File: config.mk
export PLATFORM = sky130hd
export DESIGN_NAME = imem_loader
export DESIGN_NICKNAME = d
export VERILOG_FILES = /design/src/rtl/imem_loader_pkg.sv /design/src/rtl/imem_loader_uart_rx.sv /design/src/rtl/imem_loader.sv
export SDC_FILE = /design/constraint.sdc
export NUM_CORES = 1
export LEC_CHECK = 0
export ABC_CLOCK_PERIOD_IN_PS = 7850
export BUFFER_PORTS_ARGS = -buffer_cell sky130_fd_sc_hd__buf_4
export CAP_MARGIN = 10
export CORE_MARGIN = 8
export CORE_UTILIZATION = 53
export DETAILED_ROUTE_END_ITERATION = 10
export MAX_ROUTING_LAYER = met4
export PLACE_DENSITY = 0.84
export SLEW_MARGIN = 20
export SYNTH_ARGS = -nofsm -noshare
export SYNTH_HDL_FRONTEND = slang
export SYNTH_SLANG_ARGS = --single-unit
File: constraint.sdc
create_clock -name CLK -period 7.85 [get_ports CLK]
set_input_delay 1.1775 -clock CLK [delete_from_list [all_inputs] [get_ports CLK]]
set_output_delay 1.1775 -clock CLK [all_outputs]
set_load 0.005 [all_outputs]
File: src/rtl/imem_loader_pkg.sv
// Shared constants and encodings for the serial instruction loader.
// Defaults here are what the top-level parameters fall back to.
package imem_loader_pkg;

    localparam int          P_CLK_HZ    = 50_000_000;
    localparam int          P_BAUD      = 115200;
    localparam int          P_IMEM_SIZE = 64;
    localparam logic [7:0]  P_HDR       = 8'hA5;

    typedef enum logic [1:0] {
        RX_IDLE  = 2'd0,
        RX_START = 2'd1,
        RX_DATA  = 2'd2,
        RX_STOP  = 2'd3
    } rx_state_t;

endpackage

File: src/rtl/imem_loader_uart_rx.sv
// 8N1 UART receiver with 16x oversampling; RXD is synchronized here.
// Emits a one-cycle rx_valid (good stop) or rx_ferr (low stop) per byte.
module uart_rx
    import imem_loader_pkg::*;
#(
    parameter int CLK_HZ = P_CLK_HZ,
    parameter int BAUD   = P_BAUD
) (
    input  logic       CLK,
    input  logic       RST,
    input  logic       rxd,
    output logic [7:0] rx_byte,
    output logic       rx_valid,
    output logic       rx_ferr
);

    localparam int DIV = (CLK_HZ / (BAUD * 16)) < 1 ? 1 : CLK_HZ / (BAUD * 16);
    localparam int DW  = (DIV > 1) ? $clog2(DIV) : 1;

    rx_state_t   state, state_n;
    logic [1:0]  sync;
    logic        rxd_s, rxd_prev;
    logic [DW-1:0] div_cnt, div_n;
    logic [3:0]  tck, tck_n;
    logic [2:0]  bit_cnt, bit_n;
    logic [7:0]  shreg, sh_n, byte_n;
    logic        valid_n, ferr_n;
    logic        tick, fall;

    assign rxd_s = sync[1];
    assign tick  = (div_cnt == DW'(DIV - 1));
    assign fall  = rxd_prev & ~rxd_s;

    always_comb begin
        state_n = state;
        div_n   = tick ? '0 : div_cnt + 1'b1;
        tck_n   = tick ? tck + 4'd1 : tck;
        bit_n   = bit_cnt;
        sh_n    = shreg;
        byte_n  = rx_byte;
        valid_n = 1'b0;
        ferr_n  = 1'b0;
        case (state)
            RX_IDLE: begin
                // divider restarts on the start edge so ticks line up with bit centres
                div_n = '0;
                tck_n = '0;
                if (fall) state_n = RX_START;
            end
            RX_START: begin
                if (tick && tck == 4'd7) begin
                    if (!rxd_s) begin
                        state_n = RX_DATA;
                        tck_n   = '0;
                        bit_n   = '0;
                    end else begin
                        state_n = RX_IDLE;
                    end
                end
            end
            RX_DATA: begin
                if (tick && tck == 4'd15) begin
                    sh_n  = {rxd_s, shreg[7:1]};
                    bit_n = bit_cnt + 3'd1;
                    if (bit_cnt == 3'd7) state_n = RX_STOP;
                end
            end
            RX_STOP: begin
                if (tick && tck == 4'd15) begin
                    if (rxd_s) begin
                        valid_n = 1'b1;
                        byte_n  = shreg;
                    end else begin
                        ferr_n  = 1'b1;
                    end
                    state_n = RX_IDLE;
                end
            end
            default: state_n = RX_IDLE;
        endcase
    end

    always_ff @(posedge CLK or posedge RST) begin
        if (RST) begin
            sync     <= 2'b11;
            rxd_prev <= 1'b1;
            state    <= RX_IDLE;
            div_cnt  <= '0;
            tck      <= '0;
            bit_cnt  <= '0;
            shreg    <= '0;
            rx_byte  <= '0;
            rx_valid <= 1'b0;
            rx_ferr  <= 1'b0;
        end else begin
            sync     <= {sync[0], rxd};
            rxd_prev <= rxd_s;
            state    <= state_n;
            div_cnt  <= div_n;
            tck      <= tck_n;
            bit_cnt  <= bit_n;
            shreg    <= sh_n;
            rx_byte  <= byte_n;
            rx_valid <= valid_n;
            rx_ferr  <= ferr_n;
        end
    end

endmodule

File: src/rtl/imem_loader.sv
// Frame loader: HDR, N, 4N big-endian data bytes, XOR checksum.
// Drives the IF write port one word at a time and holds LOADING while busy.
module imem_loader
    import imem_loader_pkg::*;
#(
    parameter int         CLK_HZ    = P_CLK_HZ,
    parameter int         BAUD      = P_BAUD,
    parameter int         IMEM_SIZE = P_IMEM_SIZE,
    parameter logic [7:0] HDR       = P_HDR
) (
    input  logic        CLK,
    input  logic        RST,
    input  logic        RXD,
    output logic        WE,
    output logic [31:0] W_Ins,
    output logic [31:0] W_Addr,
    output logic        LOADING,
    output logic        DONE,
    output logic        ERR,
    output logic [7:0]  WCNT
);

    typedef enum logic [2:0] {
        S_IDLE  = 3'd0,
        S_COUNT = 3'd1,
        S_DATA  = 3'd2,
        S_CSUM  = 3'd3,
        S_FIN   = 3'd4
    } ld_state_t;

    localparam logic [8:0] MAXN = 9'(IMEM_SIZE);

    logic [7:0] rx_byte;
    logic       rx_valid, rx_ferr;

    uart_rx #(.CLK_HZ(CLK_HZ), .BAUD(BAUD)) u_rx (
        .CLK      (CLK),
        .RST      (RST),
        .rxd      (RXD),
        .rx_byte  (rx_byte),
        .rx_valid (rx_valid),
        .rx_ferr  (rx_ferr)
    );

    ld_state_t   st, st_n;
    logic        we_n, load_n, done_n, err_n;
    logic [31:0] ins_n, addr_n;
    logic [7:0]  wcnt_n, csum, csum_n, word_idx, idx_n, nwords, nw_n;
    logic [1:0]  byte_cnt, bc_n;
    logic [23:0] asm_r, asm_n;
    logic        hdr_hit;

    assign hdr_hit = rx_valid && (rx_byte == HDR);

    always_comb begin
        st_n   = st;
        we_n   = 1'b0;
        ins_n  = W_Ins;
        addr_n = W_Addr;
        load_n = LOADING;
        done_n = DONE;
        err_n  = ERR;
        wcnt_n = WCNT;
        csum_n = csum;
        idx_n  = word_idx;
        bc_n   = byte_cnt;
        asm_n  = asm_r;
        nw_n   = nwords;
        case (st)
            S_IDLE, S_FIN: begin
                if (hdr_hit) begin
                    done_n = 1'b0;
                    err_n  = 1'b0;
                    wcnt_n = '0;
                    csum_n = '0;
                    idx_n  = '0;
                    bc_n   = '0;
                    load_n = 1'b1;
                    st_n   = S_COUNT;
                end
            end
            S_COUNT: begin
                if (rx_valid) begin
                    if (rx_byte == 8'd0 || {1'b0, rx_byte} > MAXN) begin
                        err_n  = 1'b1;
                        load_n = 1'b0;
                        st_n   = S_FIN;
                    end else begin
                        nw_n = rx_byte;
                        st_n = S_DATA;
                    end
                end
            end
            S_DATA: begin
                if (rx_valid) begin
                    csum_n = csum ^ rx_byte;
                    asm_n  = {asm_r[15:0], rx_byte};
                    bc_n   = byte_cnt + 2'd1;
                    if (byte_cnt == 2'd3) begin
                        we_n   = 1'b1;
                        ins_n  = {asm_r, rx_byte};
                        addr_n = {22'd0, word_idx, 2'b00};
                        idx_n  = word_idx + 8'd1;
                        wcnt_n = WCNT + 8'd1;
                        if (word_idx + 8'd1 == nwords) st_n = S_CSUM;
                    end
                end
            end
            S_CSUM: begin
                if (rx_valid) begin
                    if (rx_byte == csum) done_n = 1'b1;
                    else                 err_n  = 1'b1;
                    load_n = 1'b0;
                    st_n   = S_FIN;
                end
            end
            default: st_n = S_IDLE;
        endcase
        // a corrupted byte mid-frame abandons the frame; written words stay
        if (rx_ferr && (st == S_COUNT || st == S_DATA || st == S_CSUM)) begin
            err_n  = 1'b1;
            load_n = 1'b0;
            st_n   = S_FIN;
        end
    end

    always_ff @(posedge CLK or posedge RST) begin
        if (RST) begin
            st       <= S_IDLE;
            WE       <= 1'b0;
            W_Ins    <= '0;
            W_Addr   <= '0;
            LOADING  <= 1'b0;
            DONE     <= 1'b0;
            ERR      <= 1'b0;
            WCNT     <= '0;
            csum     <= '0;
            word_idx <= '0;
            byte_cnt <= '0;
            asm_r    <= '0;
            nwords   <= '0;
        end else begin
            st       <= st_n;
            WE       <= we_n;
            W_Ins    <= ins_n;
            W_Addr   <= addr_n;
            LOADING  <= load_n;
            DONE     <= done_n;
            ERR      <= err_n;
            WCNT     <= wcnt_n;
            csum     <= csum_n;
            word_idx <= idx_n;
            byte_cnt <= bc_n;
            asm_r    <= asm_n;
            nwords   <= nw_n;
        end
    end

endmodule

-- After elaboration in Yosys (flattened, before gate mapping)
Cells that the tools add are included.
- bits in registers: 140
- bits in latches: 0
- bits in writable memories: 0
- memory bits (read-only): 0
- logic and storage cells: 159
- memories: 0
- $add $sub $neg: 6
- multiply operators: 0
- div/mod/pow operators: 0
- order comparisons: 1
- equality and inequality tests: 34
- shift-type cells: 0
- multiplexer cells: 63
- bitwise gates (word level): 4
- reductions and logical operators: 28
- operator list (operator ; count):
    8-bit 2-to-1 mux ; 6
    8-bit case mux with 2 select lines ; 3
    3-bit 2-to-1 mux ; 11
    1-bit 2-to-1 mux ; 22
    8-bit by 1-bit adder with 8-bit output, second input constant ; 2
    8-bit == test ; 2
    2-bit 2-to-1 mux ; 8
    2-bit by 1-bit != test with 1-bit output, second input constant ; 7
    4-bit 2-to-1 mux ; 3
    3-bit by 2-bit != test with 1-bit output, second input constant ; 4
    3-bit case mux with 4 select lines ; 1
    3-bit AND reduction ; 4
    4-bit AND reduction ; 3
    6-bit AND reduction ; 2
    5-bit 2-to-1 mux ; 2
    5-bit AND reduction ; 2
    3-bit by 1-bit != test with 1-bit output, second input constant ; 3
    8-bit == test, second input constant ; 1
    8-bit by 7-bit > comparator with 1-bit output, second input constant ; 1
    8-bit logical NOT ; 1
    2-bit != test, second input constant ; 4
    2-bit case mux with 4 select lines ; 1
    4-bit case mux with 2 select lines ; 1
    8-bit bitwise XOR ; 1
    27 further kinds ; 41

-- Logic depth before layout (Yosys ltp)
- word-level depth: 7
- gate-level depth with buffers: 9
- mapped depth without buffers: 7

-- Hierarchy
From an unflattened synthesis, not the netlist that was laid out.
- cell total of the unflattened synthesis: 648
- area, all modules: 6312.3 um^2
- by module, submodules not included (module ; times used ; cells an instance ; area an instance (um^2) ; sequential area each (um^2)):
    imem_loader ; 1 ; 533 ; 4803.4 ; 2627.5
    uart_rx ; 1 ; 115 ; 1508.9 ; 879.6

-- Worst setup path before layout
No wires, ideal clock.
- path type: register to register
- start point: register u_rx.div_cnt[0]
- end point: register u_rx.rx_byte[0]
- library setup time: 0.125 ns
- data arrival time: 2.091 ns
- slack: 5.635 ns
- stages on the path, launching flop included: 10
- buffers on the path: 2
- clock period less this slack: 2.215 ns
- cell sequence: dfrtp_1 -> inv_1 -> ha_1 -> and4b_1 -> buf_2 -> and3_1 -> clkbuf_1 -> nand2_1 -> nor3_2 -> mux2_2
- word-level cells in the longest chain between the ends: 3
- ends and longest elaborated chain (item ; RTL line ; RTL):
    start, declared ; imem_loader_uart_rx.sv:23 ; logic [DW-1:0] div_cnt, div_n;
    start signal, assigned ; imem_loader_uart_rx.sv:99 ; div_cnt <= div_n;
    5-bit == test ; imem_loader_uart_rx.sv:31 ; assign tick = (div_cnt == DW'(DIV - 1));
    1-bit logical AND ; imem_loader_uart_rx.sv:69 ; if (tick && tck == 4'd15) begin
    3-bit AND reduction (no line) ; - ;
    end signal, assigned ; imem_loader_uart_rx.sv:103 ; rx_byte <= byte_n;
    end, declared ; imem_loader_uart_rx.sv:12 ; output logic [7:0] rx_byte,
No other way between the ends.
A chain may end at the register's enable or synchronous reset.

-- Final worst setup path
- start point: register st[0]
- end point: register WCNT[4]
- word-level cells in the longest chain between the ends: 4
- elaborated cells on any way between the ends: 10
- those cells by class: eq/ne (5); mux (1); reduce/logical (4)
- ends and longest elaborated chain (item ; RTL line ; RTL):
    start, declared ; imem_loader.sv:45 ; ld_state_t st, st_n;
    start signal, assigned ; imem_loader.sv:143 ; st <= st_n;
    3-bit == test / 3-bit logical NOT (equally long branches) ; imem_loader.sv:69 ; case (st)
    2-bit OR reduction ; imem_loader.sv:69 ;
    2-bit != test (no line) / 2-bit nonzero test (equally long branches) ; - ;
    4-bit AND reduction (no line) ; - ;
    end signal, assigned ; imem_loader.sv:150 ; WCNT <= wcnt_n;
    end, declared ; imem_loader.sv:20 ; output logic [7:0] WCNT
Several ways; a longest one is shown, not always the timed one.

==> impl_metrics.py <==
metrics = {
    "outcome": {
        "status": "finished, final reports clean",
    },
    "logic_synthesis": {
        "synth_cell_types": 50,
        "ys_seq_elements": 140,
        "synth_area_leaders": "dfrtp_1 (55%), nand2_1 (13%), mux2_2 (4.4%)",
        "ys_seq_area_share_pct": 56.6,
        "yosysTopAreaCell": "dfrtp_1",
        "synthArstFlopShare_pct": 100,
        "synth_ff_type": "dfrtp_1",
        "synth_edf_count": 0,
        "syn_area_um2": 6200,
        "netlist.area_leader.share_pct": 55.3,
        "yosysWarningCount": 0,
        "syn_inst": 645,
        "avgSynthCellArea_um2": 9.61,
    },
    "grt": {
        "gr-total-overflow": 0,
        "grt_pass1_wl_mm": 22.0,
        "antenna_found_initial": 0,
        "gr-usage-all-layers_pct": 18.7,
        "grt_start_max_net_pins": 72,
        "first_global_vias": 4618,
    },
    "pwr": {
        "switching_share_pct": 20.7,
        "p_total_w": 0.00169,
        "p_sw_w": 0.000351,
        "ir_drop_mv": 0.148,
        "p_int_w": 0.00134,
        "combPwrFrac_pct": 3.7,
        "pwr-share-clk_pct": 51.6,
        "power_density_nw_per_um2": 233,
        "p_leak_nw": 3.84,
        "p_seq_share_pct": 44.8,
    },
    "floorplanning": {
        "die_h_um": 124,
        "fp.dieArea_um2": 15400,
        "ios": 79,
        "die_w_um": 124,
        "rows": 39,
        "core-area_um2": 11400,
        "start_util_pct": 54.3,
    },
    "cts": {
        "cts-buffers-inserted": 17,
        "cts_buffer_depth": 2,
        "cts_tree": "yes",
        "clk_pin_slew_ns": 0.06,
        "clock_sinks": 140,
        "cts_resized": 0,
        "cts_hold_buf": 0,
        "cts_setup_buffers": 0,
        "cts_root_buf": "clkbuf_16",
        "clkLatencyLatePin_ns": 0.42,
        "htreeDepth": 4,
    },
    "final_layout": {
        "post-route-util_pct": 63.7,
        "largest_register_ffs": 32,
        "regMostFlops": "W_Ins",
        "fin_cells": 846,
        "syn2layout_area_growth_pct": 17.3,
        "multi_input_area_um2": 2440,
        "drive_above_1_share_pct": 17.8,
        "design_area_um2": 7270,
        "mostFrequentLayoutCell": "nand2_1",
        "n_fill_cell": 863,
        "num_antenna_cells": 0,
        "reg_top3": "W_Ins (32), asm_r (24)",
        "nets": 701,
        "area.sequential_um2": 3510,
        "final_cell_mix": "nand2_1 (218), dfrtp_1 (137), buf_4 (59)",
    },
    "worst_setup_path": {
        "required_ns": 8.12,
        "arrival_ns": 3.20,
        "worstSetupPathType": "register to register",
        "worstRegToRegCells": 9,
        "critPathLaunchType": "register",
        "path_max_fanout": 51,
        "cp-end-kind": "register",
    },
    "sta": {
        "relSlewSlack_pct": 42.7,
        "tns_ns": 0,
        "rsz0062_at_grt": "no",
        "min_period_ns": 2.93,
        "final-setup-viol-count": 0,
        "fin_skew_ns": 0.0116,
        "fmax_mhz": 341,
        "hold_viol": 0,
        "finalMaxSlewViolations": 0,
        "post-route-period-util_pct": 37.4,
        "tightest_slew_ns": 0.860,
    },
    "job": {
        "maxCapViolations": 0,
    },
    "placed_design": {
        "io_buffers": 54,
        "place_hpwl_mm": 8.60,
        "gp_congestion": 0.852,
        "post_dp_cell_area_um2": 6620,
        "placedCellCount": 814,
    },
    "min_path": {
        "holdPathStages": 0,
        "holdCritPathClass": "register to register",
    },
    "drt": {
        "first_pass_iters": 5,
        "viasPerCell": 5.35,
        "totalWireLength_mm": 13.1,
        "wl_per_cell_um": 15.5,
        "ant_nets": 0,
        "vias": 4527,
        "drt_iter0_drc": 457,
        "route.detailed.drc": 0,
    },
}
## worst paths after layout
path / start / endpoint / slack [ns]
worst max-delay path: st[0]$_DFFE_PP0P_ / WCNT[4]$_DFFE_PP0P_ / 4.92
worst min register to register: u_rx.sync[0]$_DFF_PP1_ / u_rx.sync[1]$_DFF_PP1_ / 0.36
min in group asynchronous: RST / DONE$_DFFE_PP0P_ / 0.83
max in group asynchronous: RST / asm_r[7]$_DFFE_PP0P_ / 5.72
worst max register to register: st[0]$_DFFE_PP0P_ / WCNT[4]$_DFFE_PP0P_ / 4.92
worst min-delay path: u_rx.sync[0]$_DFF_PP1_ / u_rx.sync[1]$_DFF_PP1_ / 0.36
## cell families (layout without fill, tap and decap cells)
group                      count (synthesis)  count (layout)  synth area share [%]
AOI/OAI and AO/OA                         56              56                  5.19
buffers and inverters                     69             104                  5.69
DFF                                      140             140                  56.6
adders and majority gates                  8               8                  1.61
other                                      1              24                0.0605
and+or+nand+nor                          317             317                  22.2
xor gates and xnor gates                  29              29                  4.10
muxes                                     25              25                  4.52
## cells in the mapped netlist (2+ instances only)
cell type / count
a21oi_1: 6
a22o_1: 2
and2_1: 3
and3_1: 4
buf_1: 5
buf_2: 2
buf_4: 24
clkbuf_1: 24
dfrtp_1: 137
dfstp_2: 3
ha_1: 8
inv_1: 13
mux2_2: 24
nand2_1: 218
nand2b_1: 8
nand3_1: 13
nand4_1: 7
nor2_1: 36
nor3_1: 5
nor3b_1: 2
o21ai_0: 36
o22ai_1: 3
o31ai_1: 2
or2_2: 3
or3_1: 5
xnor2_1: 17
xor2_1: 12
## layout make-up
cell class	instances	share of cell area (%)
multi-input combinational	459	33.5
sequential	140	48.2
clock buffer	21	6.33
tap	143	2.46
clock inverter	11	2.61
inverter	13	0.740
timing repair buffer	59	6.09
## power groups by stage
stage / registers (W) / clock network [W] / logic [W]
after floorplan: 0.000767 / 0 / 0.0000573
after global placement: 0.000768 / 0 / 0.0000558
after detailed placement: 0.000770 / 0 / 0.0000612
after CTS: 0.000758 / 0.000883 / 0.0000629
after global routing: 0.000760 / 0.000916 / 0.0000722
final: 0.000758 / 0.000874 / 0.0000620
## critical path: stages (launching register included)
cell and delay [ns]:
dfrtp_1 0.50, nor4bb_4 0.32, buf_4 0.30, nand2_1 0.10, buf_4 0.29, inv_1 0.52, buf_4 0.37, nand4_1 0.14
xor2_1 0.15, nor2_1 0.05
## routing by layer
| layer | track usage, % | share of wire [%] |
|---|---|---|
| met1 | 21.4 | 41 |
| met2 | 30.3 | 51 |
| met3 | 4.58 | 6.3 |
| met4 | 8.85 | 2.1 |
| met5 | - | 0 |
## through the flow
stage | setup slack, ns | hold WS [ns]
global placement | 5.07 | 0.350
floorplan | 2.92 | 0.345
CTS | 4.93 | 0.359
detailed placement | 4.97 | 0.347
global route | 4.69 | 0.360
finish | 4.92 | 0.357
(Power assumes the default switching activity.)
